File: src/rtl/homeostatic_resource.sv
// homeostatic_resource
//   A saturating N-bit resource value that is pushed up or down by requests
//   and, when left idle, drifts one step at a time back toward a baseline
//   (DEFAULT_VAL). One drift step happens every DECAY_PERIOD idle cycles.
//
// Ports
//   clk     : single clock, all state changes on the rising edge
//   rst     : synchronous active-high reset
//   inc/dec : increment / decrement requests (both high = activity, no move)
//   fast    : step by FAST_STEP instead of 1
//   setval  : load SET_VAL (overrides inc/dec/fast)
//   hold    : freeze the decay counter and suppress drift
//   value   : current resource value
//   level   : top LEVEL_BITS of value
//   at_max  : value is all ones
//   at_min  : value is zero
//   state   : 0=BASELINE, 1=ACTIVE, 2=DRIFT
module homeostatic_resource #(
   parameter int N            = 7,
   parameter int DEFAULT_VAL  = 64,
   parameter int SET_VAL      = 64,
   parameter int FAST_STEP    = 3,
   parameter int DECAY_PERIOD = 16,
   parameter int LEVEL_BITS   = 2
) (
   input  logic                  clk,
   input  logic                  rst,
   input  logic                  inc,
   input  logic                  dec,
   input  logic                  fast,
   input  logic                  setval,
   input  logic                  hold,
   output logic [N-1:0]          value,
   output logic [LEVEL_BITS-1:0] level,
   output logic                  at_max,
   output logic                  at_min,
   output logic [1:0]            state
);

   localparam int CW = $clog2(DECAY_PERIOD);
   localparam logic [N-1:0]  DEF_V  = N'(DEFAULT_VAL);
   localparam logic [N-1:0]  SET_V  = N'(SET_VAL);
   localparam logic [N-1:0]  MAX_V  = {N{1'b1}};
   localparam logic [CW-1:0] CNT_TOP = CW'(DECAY_PERIOD - 1);

   typedef enum logic [1:0] {
      ST_BASELINE = 2'd0,
      ST_ACTIVE   = 2'd1,
      ST_DRIFT    = 2'd2
   } state_t;

   state_t        state_q, state_d;
   logic [N-1:0]  value_q, value_d;
   logic [CW-1:0] cnt_q, cnt_d;

   logic          activity;
   logic          drift_fire;
   logic [N-1:0]  step;
   logic [N:0]    sum;

   assign activity   = setval | inc | dec;
   // Drift fires only on the last count of an idle, unheld period.
   assign drift_fire = !activity && !hold && (cnt_q == CNT_TOP);
   assign step       = fast ? N'(FAST_STEP) : N'(1);
   // One extra bit so the increment can be saturated instead of wrapping.
   assign sum        = {1'b0, value_q} + {1'b0, step};

   // Value and decay counter next-state
   always_comb begin
      value_d = value_q;
      cnt_d   = cnt_q;
      if (setval) begin
         value_d = SET_V;
         cnt_d   = '0;
      end else if (inc ^ dec) begin
         cnt_d = '0;
         if (inc) begin
            value_d = sum[N] ? MAX_V : sum[N-1:0];
         end else begin
            value_d = (value_q >= step) ? (value_q - step) : '0;
         end
      end else if (inc & dec) begin
         cnt_d = '0;
      end else if (drift_fire) begin
         cnt_d = '0;
         if (value_q < DEF_V) begin
            value_d = value_q + N'(1);
         end else if (value_q > DEF_V) begin
            value_d = value_q - N'(1);
         end
      end else if (!hold) begin
         cnt_d = cnt_q + CW'(1);
      end
   end

   // State machine next-state: baseline wins whenever the value lands on
   // DEFAULT_VAL, so state always agrees with the value it is registered with.
   always_comb begin
      state_d = state_q;
      if (value_d == DEF_V) begin
         state_d = ST_BASELINE;
      end else if (activity) begin
         state_d = ST_ACTIVE;
      end else if (drift_fire) begin
         state_d = ST_DRIFT;
      end
   end

   always_ff @(posedge clk) begin
      if (rst) begin
         value_q <= DEF_V;
         cnt_q   <= '0;
         state_q <= ST_BASELINE;
      end else begin
         value_q <= value_d;
         cnt_q   <= cnt_d;
         state_q <= state_d;
      end
   end

   assign value  = value_q;
   assign level  = value_q[N-1 -: LEVEL_BITS];
   assign at_max = (value_q == MAX_V);
   assign at_min = (value_q == '0);
   assign state  = state_q;

endmodule

File: config.mk
export PLATFORM = sky130hd
export DESIGN_NAME = homeostatic_resource
export DESIGN_NICKNAME = d
export VERILOG_FILES = /design/src/rtl/homeostatic_resource.sv
export SDC_FILE = /design/constraint.sdc
export NUM_CORES = 1
export LEC_CHECK = 0
export BUFFER_PORTS_ARGS = -buffer_cell sky130_fd_sc_hd__buf_2
export CAP_MARGIN = 20
export CORE_MARGIN = 2
export CORE_UTILIZATION = 57
export CTS_CLUSTER_SIZE = 20
export DETAILED_ROUTE_END_ITERATION = 10
export GPL_ROUTABILITY_DRIVEN = 0
export PLACE_DENSITY = 0.88
export SYNTH_ARGS = -nofsm -noshare
export SYNTH_HDL_FRONTEND = slang
export SYNTH_SLANG_ARGS = --single-unit
export TNS_END_PERCENT = 30
File: constraint.sdc
create_clock -name clk -period 2.9 [get_ports clk]
set_clock_uncertainty 0.1 [all_clocks]
set_input_delay 0.29 -clock clk [delete_from_list [all_inputs] [get_ports clk]]
set_output_delay 0.29 -clock clk [all_outputs]
set_load 0.01 [all_outputs]
## Word level (Yosys, flattened, before mapping)

Cells that the tools add are included.
Widths: inputs -> output; s select.

| storage, ports and cells | value |
|---|---|
| input bits | 7 |
| output and inout bits | 13 |
| logic and storage cells | 40 |
| RAM bits | 0 |
| memories | 0 |
| register bits | 13 |
| memory bits (read-only) | 0 |
| bits in latches | 0 |

| cells by class | value |
|---|---|
| magnitude comparators | 3 |
| equal/unequal tests | 3 |
| add/subtract/negate cells | 5 |
| multiplexer cells | 12 |
| shifts and indexed selects | 0 |
| bitwise gates (word level) | 4 |
| multipliers | 0 |
| div/mod/pow operators | 0 |
| reductions and logical operators | 9 |

Operators with widths:

| cell | number |
|---|---|
| $mux 7 | 9 |
| $eq 7x7->1 const B | 2 |
| $add 7x2->8 | 1 |
| $add 7x1->7 const B | 1 |
| $ge 7x2->1 | 1 |
| $gt 7x7->1 const B | 1 |
| $logic_not 7->1 | 1 |
| $lt 7x7->1 const B | 1 |
| $sub 7x1->7 const B | 1 |
| $sub 7x2->7 | 1 |
| $reduce_or 5->1 | 1 |
| $add 4x1->4 const B | 1 |
| $eq 4x4->1 const B | 1 |
| $reduce_or 3->1 | 1 |
| $logic_and 1x1->1 | 2 |
| $logic_not 1->1 | 2 |
| $mux 1 | 2 |
| $mux 2 | 1 |
| $or 1x1->1 | 2 |
| $reduce_bool 2->1 | 1 |
| $reduce_or 2->1 | 1 |
| $and 1x1->1 | 1 |
| $xor 1x1->1 | 1 |

## Longest topological paths before layout

| depth | value |
|---|---|
| depth after elaboration | 11 |
| depth in mapped cells | 10 |

## Least setup slack after synthesis

OpenSTA, ideal clock, no wires.

| timing | value |
|---|---|
| path kind | reg-to-reg |
| start | reg value_q[1] (netlist: value[1]) |
| end | reg state_q[0] (netlist: state[0]) |
| path buffers | 0 |
| clock period less this slack | 2.635 ns |
| arrival | 2.403 ns |
| slack | 0.265 ns |
| cell stages (with the launch flop) | 10 |
| path through | dfxtp_1 ha_1 ha_1 or3_1 nor2_4 a311oi_1 a211oi_2 o211ai_1 nor4b_2 nor3_1 |

| on the way | value |
|---|---|
| cells in the longest elaborated chain, start to end | 9 |
| elaborated cells between the ends (all ways) | 18 |
| those cells by class | 4 x add/sub; 3 x order compare; 1 x eq/ne; 9 x mux; 1 x reduce/logical |

Ends and longest elaborated chain:

| what | line | text |
|---|---|---|
| start: declaration | 53 | `logic [N-1:0] value_q, value_d;` |
| start signal: assignment | 115 | `value_q <= value_d;` |
| $sub 7x1->7 / $gt 7x7->1 (equally long branches) | 89, 88 |  |
| $mux 7 | 88 | `end else if (value_q > DEF_V) begin` |
| $mux 7 | 86 | `if (value_q < DEF_V) begin` |
| $mux 7 | 84 | `end else if (drift_fire) begin` |
| $mux 7 | 82 | `end else if (inc & dec) begin` |
| $mux 7 (*) | 75 | `end else if (inc ^ dec) begin` |
| $mux 7 (*) | 72 | `if (setval) begin` |
| $eq 7x7->1 (*) | 100 | `if (value_d == DEF_V) begin` |
| $reduce_or 2->1 (no line) (*) | n/a |  |
| end signal: assignment | 117 | `state_q <= state_d;` |
| end: declaration | 52 | `state_t state_q, state_d;` |

Mark *: on every way between the ends. The rest lies on a longest branch, timed or not.
A chain may end at the register's enable or synchronous reset.

## Worst setup path in the final report

Same ends and word-level chain as after synthesis.

==> metrics.csv <==
metric,value,unit
status,"finished, final reports clean",
Worst slew margin,0.592,
first-pass GRT wire length,6380,um
DRT Pass-1 Iters,5,
CP Launch Type,register,
WP data arrival,2.85,ns
largest net degree at the start of global routing,18,
Die Height,54,um
Min-Delay Path Class,in2reg,
vias in the first global route,1393,
post-route core utilization,0.635,
CTS tree,done,
"EDFF count, synth",0,
CP endpoint kind,register,
cell row count,18,
grt ovf,0,
CTS-repair resized insts,0,
# clock sinks,13,
synthesized area per cell,8.29,um2
Ports,20,
Total Routing Usage GR,0.300,
pwr dens,351,nW/um2
"critical path, cell by cell","ha_1, ha_1, or3_1, nor2_4, a311oi_1, a211oi_2, o211ai_1, nor4b_2, nor3_1",
Worst EP required,2.96,ns
DR WL/cell,18.4,um
fmax,359,MHz
final wirelength,4010,um
final worst path period share,0.960,
unique cell type count in the Yosys netlist,60,
Yosys Warn Count,0,
met2 Track Usage GR,0.502,
Post-synth ARST share,0,
GR peak layer,met2,
"Clk pin slew, worst setup/hold paths",0.08,ns
layout cells sized above 1,0.213,
DRC violations left,0,
Post CTS Setup Buffer Count,0,
share of power burned in combinational logic,0.405,
CP dominant cell by count,ha_1,
syn_nets,189,
port bufs,19,
drt first-iter violations,94,
P_int,0.330,mW
measured slew at the worst slew-check pin,0.611,ns
final setup fails,0,
Worst Path Buf+Inv,0,
initial cell density of the core,0.586,
VDD IR-drop max,0.000298,V
Area Growth Syn to Fin,8.43,%
core area,2430,um2
initial antenna violation count,0,
clk buf depth,2,
fin crit period,2.79,ns
crit path max-delay cell type,dfxtp_1,
Fin. Hold Viols,0,
routed via count,1515,
WHS,0.223,ns
Switching Share,0.391,
post-synthesis cell count,172,
n_diodes,0,
max cap viols,0,
die width,54,um
path type of the worst setup path,reg2reg,
Clk network pwr share,0.211,
RSZ-0062 raised after global routing,false,
die area,2920,um2
global-route met1 utilization,0.368,
fin nets,206,
register area share after synthesis,0.183,
H-tree Lvls,1,
root buffer cell,clkbuf_4,
post-synthesis register bit count,13,
synthesized area,1430,um2
Slew Limit Fails,0,
met3 GRT Util,0.0556,
Inserted Clock Buffers,3,
Tot Pwr,0.542,mW
leakage power,0.660,nW
setup_tns,0,ns
Final HPWL DP,3000,um
CTS Hold Bufs,0,
top_reg_cell synth,dfxtp_1,
via/cell ratio,6.95,
worst skew pair latency,0.28,ns
Antenna Nets Post-Route,0,
Switch Pwr,0.212,mW
crit-path max FO,5,
register share of total power,0.384,
max incr delay on CP,0.43,ns
CP top delay family,simple AND/OR/NAND/NOR gates,
-- per-layer routing --
metal	part of all wire	routed length, um
met2	0.46	1850
met3	0.13	521
met1	0.37	1490
met5	0	0
met4	0.035	142
-- state kept, by name (all words and copies together), names as in the netlist --
| register | cells |
|---|---|
| value | 7 |
| state | 2 |
| cnt_q | 4 |
-- stage by stage --
stage / std cells / worst slack (ns) / area, um2
2_1_floorplan: 172 / 0.265 / 1430
3_3_place_gp: 214 / 0.238 / 1520
3_5_place_dp: 214 / 0.0805 / 1520
4_1_cts: 218 / 0.137 / 1550
5_1_grt: 218 / 0.0193 / 1550
6_report: 218 / 0.115 / 1550
-- area by class of cell --
cell class	instances	area, um2
Multi-Input combinational cell	137	1050
Timing Repair Buffer	24	133
Clock buffer	4	26.3
Fill cell	213	887
Tap cell	30	37.5
Sequential cell	13	260
Inverter	10	37.5
-- Yosys cell counts, types with 2 or more instances --
master / n / share of area
a2111oi_0: 2 / 0.012
a211oi_1: 2 / 0.011
a21o_1: 2 / 0.011
a21oi_1: 10 / 0.035
a311o_1: 2 / 0.014
a311oi_1: 2 / 0.012
a31oi_1: 2 / 0.0088
and3_1: 2 / 0.0088
and4_1: 2 / 0.012
buf_4: 4 / 0.021
buf_6: 2 / 0.016
clkbuf_1: 5 / 0.013
dfxtp_1: 13 / 0.18
fa_1: 2 / 0.028
ha_1: 8 / 0.070
inv_1: 10 / 0.026
mux2i_1: 3 / 0.021
nand2_1: 9 / 0.024
nand2b_1: 2 / 0.0088
nand3_1: 5 / 0.018
nand4b_1: 3 / 0.018
nor2_1: 15 / 0.040
nor2b_1: 4 / 0.018
nor3_1: 5 / 0.018
nor3b_1: 2 / 0.011
nor4_1: 3 / 0.013
o2111ai_1: 2 / 0.012
o211a_1: 2 / 0.014
o211ai_1: 4 / 0.021
o21a_1: 3 / 0.016
o21ai_0: 3 / 0.011
o221ai_1: 2 / 0.012
or3_4: 2 / 0.016
xnor2_1: 4 / 0.025
xor2_1: 4 / 0.025
-- final timing paths --
check	from	endpoint	slack [ns]	depth (start not counted)
worst max-delay path	value[1]$_SDFF_PP0_	state[0]$_SDFFE_PP0P_	0.11	9
worst min-delay path	rst	value[5]$_SDFF_PP0_	0.22	2
worst max register to register	value[1]$_SDFF_PP0_	state[0]$_SDFFE_PP0P_	0.11	9
worst min register to register	state[0]$_SDFFE_PP0P_	state[0]$_SDFFE_PP0P_	0.44	2
-- power by group through the flow --
stage | logic [mW] | registers [mW] | clock network, mW
final | 0.219 | 0.208 | 0.114
after detailed placement | 0.210 | 0.212 | 0
after global routing | 0.233 | 0.210 | 0.126
after floorplan | 0.162 | 0.205 | 0
after global placement | 0.202 | 0.210 | 0
after CTS | 0.212 | 0.208 | 0.116
-- cells in the final DEF, fill, tap and decap left out, types with 3 or more instances in the layout --
master    synthesis  routed
buf_4             4       5
nor2_1           15      15
mux2i_1           3       3
o21ai_0           3       3
nor2b_1           4       4
xnor2_1           4       4
nand3_1           5       5
o21a_1            3       3
nand4b_1          3       3
buf_2             1      19
nor4_1            3       3
clkbuf_4          0       3
nand2_1           9       9
inv_1            10      10
o211ai_1          4       4
xor2_1            4       4
a21oi_1          10      10
nor3_1            5       5
dfxtp_1          13      13
ha_1              8       8
-- logic make-up (layout without fill, tap and decap cells) --
logic type,after synthesis,in the layout,synth area share
multiplexers,4,4,0.0290
XOR/XNOR,8,8,0.0492
AND/OR/NAND/NOR,65,65,0.291
flip-flops,13,13,0.183
AO/OA/AOI/OAI,50,50,0.270
buffers and inverters,22,38,0.0799
adder cells (fa/ha/maj),10,10,0.0983
Power figures use the tool's default switching activity.
